## src/rtl/switch_debouncer.sv

```systemverilog
// ---------------------------------------------------------------------------
// switch_debouncer
//
// Purpose:
//   Turns a bouncing mechanical switch into a clean level, db. A change of
//   level is accepted only after the sampled input has held the new value for
//   DB_CYCLES consecutive clocks. Any bounce in that window sends the FSM back
//   to its origin state, and the next stable edge starts a full count again.
//   db feeds a rising-edge detector downstream, so one press gives one tick.
//
// Parameters:
//   DB_CYCLES  stable cycles required before db changes (>= 1)
//   CNT_W      counter width, 2**CNT_W >= DB_CYCLES
//
// Ports:
//   clk    in   1  system clock, all state changes on posedge
//   reset  in   1  asynchronous, active-high reset
//   sw     in   1  raw switch input, may bounce
//   db     out  1  debounced level, driven straight from a flop
//
// Configuration macro:
//   DB_SYNC_EN  when defined, sw passes through a 2-flop synchronizer before
//               the FSM, which adds 2 cycles of latency in each direction.
//               When undefined, sw must already be synchronous to clk.
// ---------------------------------------------------------------------------
module switch_debouncer #(
  parameter int DB_CYCLES = 500000,
  parameter int CNT_W     = 19
) (
  input  logic clk,
  input  logic reset,
  input  logic sw,
  output logic db
);

  typedef enum logic [1:0] {
    ZERO  = 2'b00,
    WAIT1 = 2'b01,
    ONE   = 2'b10,
    WAIT0 = 2'b11
  } state_t;

  localparam logic [CNT_W-1:0] CNT_LOAD = CNT_W'(DB_CYCLES - 1);
  localparam logic [CNT_W-1:0] CNT_DEC  = CNT_W'(1);

  state_t           state;
  state_t           state_next;
  logic [CNT_W-1:0] cnt;
  logic [CNT_W-1:0] cnt_next;
  logic             db_next;
  logic             sw_i;

`ifdef DB_SYNC_EN
  logic sw_sync_p0;
  logic sw_sync_p1;

  // Input synchronizer stages p0 -> p1
  always_ff @(posedge clk or posedge reset) begin
    if (reset) begin
      sw_sync_p0 <= 1'b0;
      sw_sync_p1 <= 1'b0;
    end else begin
      sw_sync_p0 <= sw;
      sw_sync_p1 <= sw_sync_p0;
    end
  end

  assign sw_i = sw_sync_p1;
`else
  assign sw_i = sw;
`endif

  // FSM state, counter and registered output
  always_ff @(posedge clk or posedge reset) begin
    if (reset) begin
      state <= ZERO;
      cnt   <= '0;
      db    <= 1'b0;
    end else begin
      state <= state_next;
      cnt   <= cnt_next;
      db    <= db_next;
    end
  end

  always_comb begin
    state_next = state;
    cnt_next   = cnt;
    case (state)
      ZERO: begin
        if (sw_i) begin
          state_next = WAIT1;
          cnt_next   = CNT_LOAD;
        end
      end
      WAIT1: begin
        // A low sample abandons the pending count; no partial credit.
        if (!sw_i)
          state_next = ZERO;
        else if (cnt == '0)
          state_next = ONE;
        else
          cnt_next = cnt - CNT_DEC;
      end
      ONE: begin
        if (!sw_i) begin
          state_next = WAIT0;
          cnt_next   = CNT_LOAD;
        end
      end
      WAIT0: begin
        if (sw_i)
          state_next = ONE;
        else if (cnt == '0)
          state_next = ZERO;
        else
          cnt_next = cnt - CNT_DEC;
      end
      default: state_next = ZERO;
    endcase
    // db is the decode of the next state, registered alongside it, so it
    // always matches the state flops without any combinational path to db.
    db_next = (state_next == ONE) || (state_next == WAIT0);
  end

endmodule

```

## config.mk

```make
export PLATFORM = sky130hd
export DESIGN_NAME = switch_debouncer
export DESIGN_NICKNAME = d
export VERILOG_FILES = /design/src/rtl/switch_debouncer.sv
export SDC_FILE = /design/constraint.sdc
export NUM_CORES = 1
export LEC_CHECK = 0
export CAP_MARGIN = 15
export CELL_PAD_IN_SITES_DETAIL_PLACEMENT = 1
export CELL_PAD_IN_SITES_GLOBAL_PLACEMENT = 2
export CORE_MARGIN = 2
export CORE_UTILIZATION = 36
export DETAILED_ROUTE_END_ITERATION = 7
export PLACE_DENSITY = 0.83
export RECOVER_POWER = 100
export SYNTH_ARGS = -nofsm -noshare
export SYNTH_HDL_FRONTEND = slang
export SYNTH_SLANG_ARGS = --single-unit
```

## constraint.sdc

```tcl
create_clock -name clk -period 2 [get_ports clk]
set_clock_uncertainty 0.2 [all_clocks]
set_input_delay 0.3 -clock clk [delete_from_list [all_inputs] [get_ports clk]]
set_output_delay 0.3 -clock clk [all_outputs]
set_load 0.005 [all_outputs]
```

==> results.json, run 1 <==
{
  "reg2reg_slack_ps": -4,
  "synth_top_area_share_pct": 41.2,
  "clkLatencyLatePin_ps": 270,
  "grt_max_degree": 23,
  "cts_root_buffer": "clkbuf_8",
  "dp.cells": 205,
  "route.vias.total": 1217,
  "port_buffers": 3,
  "die_w_um": 65.0,
  "antenna_found_initial": 0,
  "grt_pass1_wl_mm": 6.24,
  "rows": 22,
  "worstSetupEndpoint": "cnt[18]$_DFFE_PP0P_",
  "detail_route.vias_per_cell": 5.74,
  "ir_drop_v": 0.000204,
  "syn_area_per_cell_sq_um": 10.2,
  "path_cells": "inv_1 -> ha_4 -> or3b_4 -> nor3_2 -> clkbuf_2 -> nand3_1 -> a21o_1",
  "synth_commonest_cells": "dfrtp_1, nand2_1, nor2_1",
  "placed_area_sq_um": 1610,
  "synth_warnings": 0,
  "multi_input_area_sq_um": 827,
  "r2r-start": "cnt[0]$_DFFE_PP0P_",
  "violations": "setup timing",
  "postRouteAntennaNets": 0,
  "diodes": 0,
  "cp_top_family": "simple AND/OR/NAND/NOR gates",
  "ys_seq_area_share_pct": 41.2,
  "max_freq_ghz": 0.499,
  "r2r_end": "cnt[18]$_DFFE_PP0P_",
  "place_congestion": 0.789,
  "start_kind": "flop",
  "dr.first_iter.drc_count": 54,
  "async_reset_ff_share_pct": 100,
  "overflow": 0,
  "avgRoutedWirePerCell_um": 18.7,
  "drc": 0,
  "yosysTopAreaCell": "dfrtp_1",
  "cts_buffer_depth": 2,
  "synth_flop_cell": "dfrtp_1",
  "grt_pass1_vias": 1280,
  "crit_buf_inv": 2,
  "cp_slowest_cell": "or3b_4",
  "finalHoldViolCount": 0,
  "syn_nets": 135,
  "crit_path_end_kind": "flop",
  "cp_slowest_stage_delay_ps": 410,
  "firstDrtPassIters": 4,
  "die_h_um": 65.0,
  "htree_levels": 1,
  "track_usage_pct": 19.1,
  "synth_area_sq_um": 1340,
  "place_ws_ps": -201,
  "ys_types": 53,
  "die-area_sq_um": 4220,
  "worst_r2r_path_depth": 7,
  "period_share_pct": 100,
  "cp_num_cells": 7,
  "clk_pin_slew_ps": 80,
  "final_nets": 169,
  "cts-buffers-inserted": 3,
  "status": "complete, but fails checks",
  "criticalPathCategory": "reg -> reg",
  "required_ps": 1960,
  "slew_headroom_pct": 16.6,
  "wirelength_mm": 3.96,
  "syn_to_final_growth_pct": 31.2,
  "cts_tree": "built",
  "min_period_ps": 2000,
  "synth_edf_count": 0,
  "final_cells": 212,
  "post-route-cell-area_sq_um": 1760,
  "final_max_slew_viol_count": 0,
  "cts_sinks": 22,
  "critPathLaunch": "cnt[0]$_DFFE_PP0P_",
  "drive_above_1_share_pct": 35.4,
  "cts_hold_buf": 0,
  "seqCellArea_sq_um": 551,
  "ioPinCount": 4,
  "tightest_slew_ps": 1250,
  "core_area_sq_um": 3610,
  "synth-seq-cells": 22,
  "setup_slack_ps": -4.42,
  "rsz0062_at_grt": "true",
  "synth_most_common_cell": "dfrtp_1",
  "setup_violations": 2,
  "start_util_pct": 37.1,
  "yosys-top-cells-area": "dfrtp_1, mux2i_1, nand2_1, mux2_2, nor4_1",
  "leakage_nw": 0.646,
  "hold_class": "reg -> reg",
  "worstPathMaxFanout": 6,
  "synthCells": 131,
  "p_per_area_nw_per_um2": 556,
  "dp_hpwl_mm": 2.67,
  "fillers": 411,
  "cap_violations": 0,
  "crit_arrival_ps": 1960
}
-- how the worst min path moves through the flow --
stage / start / endpoint / cells past startpoint
global placement: cnt[6]$_DFFE_PP0P_ / cnt[6]$_DFFE_PP0P_ / 1
global route: cnt[6]$_DFFE_PP0P_ / cnt[6]$_DFFE_PP0P_ / 1
CTS: reset / cnt[16]$_DFFE_PP0P_ / 3
finish: cnt[6]$_DFFE_PP0P_ / cnt[6]$_DFFE_PP0P_ / 1
floorplan: reset / cnt[0]$_DFFE_PP0P_ / 1
detailed placement: cnt[6]$_DFFE_PP0P_ / cnt[6]$_DFFE_PP0P_ / 1
-- registers in the layout, summed over array words and instances (netlist names) --
name,count
cnt,19
state,2
db,1
-- layer usage --
metal / track usage (%) / vias up / wire length (um)
met2: 32.5 / 18 / 2130
met5: 0 / - / 0
met3: 2.43 / 4 / 107
met1: 25.3 / 626 / 1680
li1: - / 569 / -
met4: 5.85 / 0 / 45
-- layout by cell type, fill, tap and decap left out, types with 2 or more instances in the layout --
cell and n:
clkbuf_2 3, nor3_2 3, or3_1 3, nor3_1 2, a31oi_1 3, nor4_4 4, buf_4 24, o21ai_0 3
a21oi_1 2, dfrtp_1 22, o21ai_1 4, clkbuf_8 4, and3_1 2, nand2b_1 2, nor2_1 7, mux2i_1 5
nand3_1 3, a21oi_2 3, clkdlybuf4s50_1 2, mux2_2 3, nor4_1 2, nand2_1 13, and2_1 3, nand4_1 4
inv_1 6
-- through the flow --
stage               utilization [%]  hold slack (ps)  power, mW  setup TNS, ps
floorplan                         -             89.2      0.555              0
global placement               44.6              317      0.608          -1170
detailed placement             44.6              323      0.618          -1970
CTS                            47.1              183      0.967              0
global route                   48.7              369       1.02           -808
finish                         48.7              345      0.977          -5.22
-- area by class of cell --
cell class                 count  area share (%)
multi-input combinational    100            47.1
sequential                    22            31.4
timing repair buffer          32            13.7
tap                           48            3.42
clock buffer                   4            3.14
inverter                       6            1.28
-- worst reg2reg max path: stages, from the launching register on --
cell	delay, ps
dfrtp_1	400
inv_1	110
ha_4	160
or3b_4	410
nor3_2	130
clkbuf_2	190
nand3_1	110
a21o_1	190
-- report_power, final --
part	switching [mW]	internal [mW]
sequential	0.0245	0.463
combinational	0.0795	0.0743
clock	0.159	0.176
total	0.263	0.713
-- timing repair --
action                                  CTS  global route
pin swaps                                 5             6
gates resized for setup                   6            11
setup buffers                             1             2
endpoints found under the setup margin   12            21
-- kinds of logic after synthesis --
logic type,synth area share [%]
and+or+nand+nor,28.7
adders and majority gates,0.935
buffers and inverters,3.37
muxes,6.27
AOI/OAI and AO/OA,17.1
DFF,41.2
xor gates and xnor gates,2.43
Note: power is estimated with default switching activity, not from simulation.
==> run 2, diff against run 1 <==
- CORE_ASPECT_RATIO: unset -> 1.1
==> results.json, run 2 (synthesis results as in run 1) <==
{
  "status": "completed",
  "cts_sinks": 22,
  "htree_levels": 1,
  "final_max_slew_viol_count": 0,
  "setup_violations": 0,
  "path_cells": "inv_1 -> ha_2 -> nor3b_2 -> buf_4 -> nand4_1 -> o2111ai_2 -> mux2_4",
  "crit_arrival_ps": 2010,
  "power.internal_uw": 703,
  "cts_root_buffer": "clkbuf_8",
  "postRouteAntennaNets": 0,
  "clkLatencyLatePin_ps": 260,
  "die-area_sq_um": 4220,
  "final_common_cell": "buf_4",
  "wirelength_mm": 3.81,
  "finalHoldViolCount": 0,
  "avgRoutedWirePerCell_um": 17.6,
  "track_usage_pct": 18.1,
  "setup_slack_ps": 2.18,
  "p_seq_share_pct": 51.3,
  "firstDrtPassIters": 4,
  "worstPathMaxFanout": 4,
  "p_per_area_nw_per_um2": 534,
  "antenna_found_initial": 0,
  "required_ps": 2010,
  "placed_area_sq_um": 1610,
  "largest-register": "cnt",
  "crit_path_end_kind": "flop",
  "grt_max_degree": 23,
  "grt_pass1_wl_mm": 5.95,
  "clk_pin_slew_ps": 80,
  "fillers": 411,
  "place_ws_ps": -187,
  "overflow": 0,
  "crit_buf_inv": 2,
  "slew_headroom_pct": 15.1,
  "place_congestion": 0.808,
  "period_share_pct": 99.9,
  "swShare_pct": 25.4,
  "final_nets": 172,
  "dp_hpwl_mm": 2.68,
  "start_util_pct": 37.2,
  "ioPinCount": 4,
  "cp_top_family": "simple AND/OR/NAND/NOR gates",
  "detail_route.vias_per_cell": 5.72,
  "die_w_um": 62.1,
  "criticalPathCategory": "reg -> reg",
  "start_kind": "flop",
  "post-route-cell-area_sq_um": 1770,
  "drc": 0,
  "ir_drop_v": 0.000275,
  "diodes": 0,
  "pwr-share-comb_pct": 14.4,
  "final_cell_mix": "buf_4, dfrtp_1, nand2_1",
  "p_clk_share_pct": 34.3,
  "power_uw": 943,
  "cap_violations": 0,
  "cp_slowest_stage_delay_ps": 390,
  "tightest_slew_ps": 1270,
  "dr.first_iter.drc_count": 60,
  "largest_reg_flops": 19,
  "top_regs": "cnt x19, state x2, db x1",
  "rows": 23,
  "power_switching_uw": 240,
  "core_area_sq_um": 3600,
  "port_buffers": 3,
  "cp_slowest_cell": "dfrtp_1",
  "cts_hold_buf": 0,
  "hold_class": "reg -> reg",
  "die_h_um": 67.9,
  "cts-buffers-inserted": 3,
  "route.vias.total": 1241,
  "min_period_ps": 2000,
  "reg2reg_slack_ps": 2,
  "grt_pass1_vias": 1264,
  "syn_to_final_growth_pct": 32.1,
  "cts_tree": "built",
  "max_freq_ghz": 0.501,
  "rsz0062_at_grt": "true",
  "drive_above_1_share_pct": 36.5,
  "leakage_nw": 0.670,
  "cts_buffer_depth": 2
}
==> run 2: cell types whose count changed in the layout (fill, tap and decap cells not counted), sizes merged <==
cell	delta
clkbuf	-3
buf	+5
and4	+1
==> run 2: final timing paths <==
path | start | endpoint | cells past startpoint
worst max-delay path | cnt[0]$_DFFE_PP0P_ | cnt[4]$_DFFE_PP0P_ | 7
max in group asynchronous | reset | cnt[12]$_DFFE_PP0P_ | 3
worst min-delay path | cnt[6]$_DFFE_PP0P_ | cnt[6]$_DFFE_PP0P_ | 1
min in group asynchronous | reset | cnt[1]$_DFFE_PP0P_ | 3
worst max register to register | cnt[0]$_DFFE_PP0P_ | cnt[4]$_DFFE_PP0P_ | 7
worst min register to register | cnt[6]$_DFFE_PP0P_ | cnt[6]$_DFFE_PP0P_ | 1
==> run 2: layout make-up <==
type	count	area, sq um	share of cell area (%)
Multi-Input combinational cell	101	817	46.2
Timing Repair Buffer	34	259	14.7
Clock buffer	4	55.1	3.12
Tap cell	50	62.6	3.54
Sequential cell	22	551	31.2
Inverter	6	22.5	1.27
==> run 2: through the flow <==
step | std cells | TNS [ps] | hold slack [ps] | utilization, %
after floorplan | 131 | 0 | 89.2 | -
after global placement | 207 | -1010 | 310 | 44.8
after detailed placement | 207 | -1750 | 326 | 44.8
after CTS | 213 | -71.5 | 178 | 47.2
after global routing | 217 | -537 | 378 | 49.1
final | 217 | 0 | 347 | 49.1
==> run 2: timing repair <==
| item | 4_1_cts | 5_1_grt |
|---|---|---|
| pin swaps | 3 | 7 |
| setup endpoints to repair | 9 | 14 |
| setup buffers | 2 | 3 |
| resized for setup | 4 | 11 |
| gates cloned | 0 | 1 |
==> run 2: metal layers <==
layer | GRT usage (%) | wire length (um) | share of wire, % | vias to the layer above
met5 | 0 | 0 | 0 | -
met4 | 6.39 | 48 | 1.3 | 0
met3 | 2.63 | 116 | 3.0 | 7
met2 | 33.0 | 1960 | 51 | 28
met1 | 22.3 | 1690 | 44 | 632
li1 | - | - | - | 574
==> run 2: power by group through the flow <==
stage | Clock [mW] | Sequential [mW] | Combinational, mW
final | 0.324 | 0.483 | 0.136
after global placement | 0 | 0.487 | 0.122
after floorplan | 0 | 0.493 | 0.0623
after detailed placement | 0 | 0.488 | 0.130
after global routing | 0.348 | 0.487 | 0.151
after CTS | 0.334 | 0.481 | 0.133
